===== src/rtl/uart_operand_rx.sv =====
// uart_operand_rx: 8N1 UART receiver that splits each good byte into two 4-bit multiplier operands.
//   clk       - rising-edge clock
//   rst_n     - asynchronous active-low reset
//   rx        - asynchronous serial input, idle high
//   op_a      - registered operand A, byte[3:0]
//   op_b      - registered operand B, byte[7:4]
//   op_valid  - one-cycle pulse when new operands are loaded
//   frame_err - one-cycle pulse when the stop bit is sampled low
//   busy      - high whenever the receiver is not idle
module uart_operand_rx #(
    parameter int CLKS_PER_BIT = 104
) (
    input  logic       clk,
    input  logic       rst_n,
    input  logic       rx,
    output logic [3:0] op_a,
    output logic [3:0] op_b,
    output logic       op_valid,
    output logic       frame_err,
    output logic       busy
);
    localparam int HALF = CLKS_PER_BIT / 2;
    localparam int CW = $clog2(CLKS_PER_BIT);
    typedef enum logic [2:0] {IDLE, START, DATA, STOP, WAIT_IDLE} state_t;
    state_t state;
    logic [CW-1:0] cnt;
    logic [2:0] bit_cnt;
    logic [7:0] shreg;
    logic rx_m, rx_s;
    logic bit_end, half_end;
    assign bit_end = cnt == CW'(CLKS_PER_BIT - 1);
    assign half_end = cnt == CW'(HALF - 1);
    always_ff @(posedge clk or negedge rst_n) begin
        if (!rst_n) begin
            rx_m <= 1'b1;
            rx_s <= 1'b1;
            state <= IDLE;
            cnt <= '0;
            bit_cnt <= '0;
            shreg <= '0;
            op_a <= '0;
            op_b <= '0;
            op_valid <= 1'b0;
            frame_err <= 1'b0;
            busy <= 1'b0;
        end else begin
            rx_m <= rx;
            rx_s <= rx_m;
            op_valid <= 1'b0;
            frame_err <= 1'b0;
            cnt <= cnt + 1'b1;
            case (state)
                IDLE: begin
                    cnt <= '0;
                    if (!rx_s) begin
                        state <= START;
                        busy <= 1'b1;
                    end
                end
                START: if (half_end) begin
                    cnt <= '0;
                    state <= rx_s ? IDLE : DATA;
                    busy <= !rx_s;
                end
                DATA: if (bit_end) begin
                    cnt <= '0;
                    shreg <= {rx_s, shreg[7:1]};
                    bit_cnt <= bit_cnt + 1'b1;
                    if (bit_cnt == 3'd7) state <= STOP;
                end
                STOP: if (bit_end) begin
                    cnt <= '0;
                    if (rx_s) begin
                        op_a <= shreg[3:0];
                        op_b <= shreg[7:4];
                        op_valid <= 1'b1;
                        state <= IDLE;
                        busy <= 1'b0;
                    end else begin
                        frame_err <= 1'b1;
                        state <= WAIT_IDLE;
                    end
                end
                WAIT_IDLE: begin
                    cnt <= '0;
                    if (rx_s) begin
                        state <= IDLE;
                        busy <= 1'b0;
                    end
                end
                default: state <= IDLE;
            endcase
        end
    end
endmodule


===== config.mk =====
export PLATFORM = sky130hd
export DESIGN_NAME = uart_operand_rx
export DESIGN_NICKNAME = d
export VERILOG_FILES = /design/src/rtl/uart_operand_rx.sv
export SDC_FILE = /design/constraint.sdc
export NUM_CORES = 1
export LEC_CHECK = 0
export ABC_AREA = 1
export BUFFER_PORTS_ARGS = -buffer_cell sky130_fd_sc_hd__buf_2
export CAP_MARGIN = 20
export CORE_UTILIZATION = 55
export DETAILED_ROUTE_END_ITERATION = 10
export PLACE_DENSITY = 0.74
export SKIP_LAST_GASP = 1
export SLEW_MARGIN = 5
export SYNTH_ARGS = -nofsm -noshare
export SYNTH_HDL_FRONTEND = slang
export SYNTH_SLANG_ARGS = --single-unit

===== constraint.sdc =====
create_clock -name clk -period 2.7 [get_ports clk]
set_clock_uncertainty 0.05 [all_clocks]
set_input_delay 0 -clock clk [delete_from_list [all_inputs] [get_ports clk]]
set_output_delay 0 -clock clk [all_outputs]
set_load 0.005 [all_outputs]

Word-level counts from Yosys, hierarchy flattened:

Index checks and enable logic that the tools add are counted.

* logic and storage cells: 58
* memories kept: 0
* bits of input ports: 3
* register bits: 34
* bits in latches: 0
* output and inout port bits: 11
* RAM bits: 0
* memory bits (read-only): 0

* muxes and demuxes: 23
* eq/ne operators: 13
* shift operators: 0
* multiply operators: 0
* reductions and logical operators: 9
* div/mod/pow operators: 0
* $lt $le $gt $ge: 0
* add/sub/neg operators: 2
* bitwise gates (word level): 0

Operators with widths (number)
* $mux W3: 7
* $pmux W7 S3: 1
* $pmux W3 S5: 1
* $mux W7: 2
* $ne A2 B2 Y1 const B: 6
* $mux W1: 10
* $add A7 B1 Y7 const B: 1
* $eq A7 B6 Y1 const B: 1
* $eq A7 B7 Y1 const B: 1
* $eq A3 B2 Y1 const B: 2
* $eq A3 B3 Y1 const B: 2
* $reduce_and A6 Y1: 1
* $pmux W1 S4: 1
* $reduce_and A4 Y1: 1
* $reduce_bool A4 Y1: 1
* $reduce_or A2 Y1: 2
* $add A3 B1 Y3 const B: 1
* $eq A3 B1 Y1 const B: 1
* $logic_not A3 Y1: 1
* $reduce_and A3 Y1: 1
* $mux W2: 1
* $reduce_and A2 Y1: 1
* $logic_not A1 Y1: 1

Longest topological paths before layout:

* depth after elaboration: 4
* mapped depth: 9
* mapped depth without buffers: 9

Worst setup path after synthesis:

Ideal clock, no wire load.

* path type: flip-flop to flip-flop
* start point: register cnt[0]
* end point: register op_b[2]
* period minus slack after synthesis: 1410 ps
* path buffers: 1
* cell stages (with the launch flop): 10
* slack: 1290 ps
* data required time: 2533 ps
* arrival: 1243 ps
* library setup time: 117 ps
* cell sequence: dfrtp_1 ha_1 inv_1 nor2_2 nand3_4 clkinv_2 nand3_4 buf_6 nand2_2 o21ai_2

* cells in the longest elaborated chain, start to end: 2

Ends and longest elaborated chain
* start, declared: line 26 `logic [CW-1:0] cnt;`
* start signal, assigned: line 51 `cnt <= cnt + 1'b1;`
* $eq A7 B7 Y1: line 31 `assign bit_end = cnt == CW'(CLKS_PER_BIT - 1);`
* $reduce_and A3 Y1 (no line)
* end signal, assigned: line 75 `op_b <= shreg[7:4];`
* end, declared: line 17 `output logic [3:0] op_b,`

Every way passes these cells.
A chain may end at the register's enable or synchronous reset.

Worst setup path in the final report:

* start point: register cnt[0]
* end point: register bit_cnt[1]

* cells in the longest elaborated chain, start to end: 2

Ends and longest elaborated chain
* $eq A7 B7 Y1: line 31
* $reduce_and A2 Y1 (no line)
* end signal, assigned: line 68 `bit_cnt <= bit_cnt + 1'b1;`
* end, declared: line 27 `logic [2:0] bit_cnt;`

Every way passes these cells.

==> metrics.txt <==
status=complete, no violations; maxcap violations=0; Pleak=0.9500 nW; peak fanout along the critical path=20; Tcrit/Tclk final=0.6929; Place WS=798.0 ps; IR drop worst, VDD=359.8 uV; WP data arrival=2050 ps; Sw Pwr=0.0001758 W; fmax=534.5 MHz; Int Pwr=0.0006414 W; vias per inst=5.190; Skew-Pair Late Insertion Delay=330 ps; Multi-input gate area=666.9 sq um; met2 usage=0.3180; headroom to the max-slew limit=0.5170; hpwl dp=2026 um; ys async rst share=1.000; ys flop type=dfrtp_1; WP data required=2880 ps; largest net degree at the start of global routing=35; antenna-violating nets left=0; GR Layer Usage met3=0.04839; Mapped Cells=181; sw frac=0.2152; synth warn=0; critical path type=reg -> reg; Mapped Area=0.001647 sq mm; Slew Viols, Final=0; die width=56.72 um; #FFs+latches synth=34; Max Root-Sink Buffers=2; CTS buffer count=5; pwr/cell area=452.3 mW/mm^2; combinational share of power=0.017; Post-synth EDFFs=0; antenna violations before repair=0; final worst slack=829.0 ps; Worst Max-Slew Pin Slew=724.4 ps; Yosys cell types=29; Diodes inserted=0; TritonCTS Sinks=34; clock share of power=0.355; FF+latch area=853.3 sq um; DIE AREA=0.003217 sq mm; Initial Util=0.5870; global route overflow=0; vias in the first global route=1,192; CTS tree=done; final wirelength=2808 um; crit path capture type=register; part of the power in registers=0.628; Fin. Hold Viols=0; core box area=0.002805 sq mm; DR pass1 iterations=4; Syn Nets=188; wire per inst=12.10 um; first-pass GRT wire length=5099 um; P&R area growth vs syn=9.726%; DRT iter0 DRCs=54; Worst Hold Class=in -> async; H-tree levels=2; Avg Inst Size Synth=9.097 sq um; min cycle time layout=1871 ps; global route hottest layer=met2; Setup TNS=0 ps; crit path launch type=register; Clock transition at path regs=110 ps; num rows=19; DRC Markers=0; CTS Root Buffer Type=clkbuf_4; All-Layer GR Usage=0.2075; final setup fails=0; M1 GR Usage=0.2729; Seq/Total Area, Yosys=0.5182; Die H=56.72 um; GP Congestion=0.8461; layout cells sized above 1=0.2338; IO buf count=13; Final #Nets=207; Fillers=236; Ports=14; RSZ-0062 raised after global routing=no; via count=1,204
cell families (layout without fill, tap and decap cells):
family                     count (synthesis)  count (layout)  share of synthesized area
buffers and inverters                     30              50                    0.07674
and+or+nand+nor                           85              85                     0.2561
xor gates and xnor gates                   3               3                    0.01596
DFF                                       34              34                     0.5182
adders and majority gates                  4               4                    0.03040
AOI/OAI and AO/OA                         25              25                     0.1026
layout make-up:
type | count | area share
sequential | 34 | 0.4723
multi-input combinational | 117 | 0.3691
inverter | 27 | 0.05679
timing repair buffer | 15 | 0.04709
clock buffer | 7 | 0.03047
tap | 31 | 0.02147
clock inverter | 1 | 0.002770
per-layer routing:
| metal | part of all wire | wire, um |
|---|---|---|
| met5 | 0 | 0 |
| met4 | 0.012 | 34 |
| met3 | 0.027 | 76 |
| met2 | 0.49 | 1378 |
| met1 | 0.47 | 1318 |
power by group through the flow:
stage,Clock [W],Sequential [W],Combinational [W]
after global placement,0,0.000523,0.0000124
final,0.000290,0.000513,0.0000139
after detailed placement,0,0.000523,0.0000126
after floorplan,0,0.000523,0.00000125
after CTS,0.000301,0.000513,0.0000147
after global routing,0.000325,0.000514,0.0000170
sequential cells by signal, summed over array words and instances (netlist names):
name       flops
shreg          8
cnt            7
op_a           4
op_b           4
bit_cnt        3
state          3
busy           1
frame_err      1
op_valid       1
rx_m           1
rx_s           1
worst max-delay path, cell delays in order (launching register included):
cell and delay [ps]:
dfrtp_1 410, ha_1 160, inv_1 50, nor2_2 150, nand3_4 150, nor2_2 540
inv_1 130, nand2_1 100, nand2_1 50
through the flow:
step	power, W	utilization	std cells	cell area, sq um	hold WS, ps
2_1_floorplan	0.0005241	-	181	1647	-345.6
3_3_place_gp	0.0005355	0.6155	222	1727	43.85
3_5_place_dp	0.0005357	0.6155	222	1727	48.30
4_1_cts	0.0008292	0.6441	232	1807	221.2
5_1_grt	0.0008554	0.6441	232	1807	271.2
6_report	0.0008172	0.6441	232	1807	203.1
worst paths after layout:
| check | from | to | slack (ps) | cells past startpoint |
|---|---|---|---|---|
| setup / recovery | cnt[0] | bit_cnt[1] | 830 | 8 |
| min in group clk | rx | rx_m | 280 | 2 |
| hold / removal | rst_n | state[1] | 200 | 2 |
| hold reg to reg | rx_m | rx_s | 310 | 0 |
| setup reg to reg | cnt[0] | bit_cnt[1] | 830 | 8 |
| max in group asynchronous | rst_n | bit_cnt[0] | 1930 | 2 |
timing repair:
item | 4_1_cts | 5_1_grt
buffers inserted | 0 | 0
hold buffers | 2 | 0
resized for setup | 0 | 0
hold endpoints to repair | 33 | 0
cells in the mapped netlist (all sizes together) (2+ instances only):
library cell,count,area share
a21oi,5,0.022
a31oi,2,0.0076
buf,3,0.014
dfrtp,32,0.49
dfstp,2,0.032
ha,4,0.030
inv,26,0.059
nand2,47,0.11
nand3,16,0.070
nand4,2,0.0076
nor2,16,0.050
o21ai,18,0.073
xor2,3,0.016
cells in the final DEF, fill, tap and decap left out, types with 4 or more instances in the layout:
| cell | n |
|---|---|
| nand2_1 | 45 |
| dfrtp_1 | 32 |
| inv_1 | 23 |
| buf_2 | 13 |
| nand3_1 | 12 |
| nor2_1 | 11 |
| o21ai_0 | 10 |
| o21ai_2 | 8 |
| clkbuf_4 | 5 |
| a21oi_1 | 4 |
| ha_1 | 4 |
No activity file was read; power rests on OpenSTA's default activity.
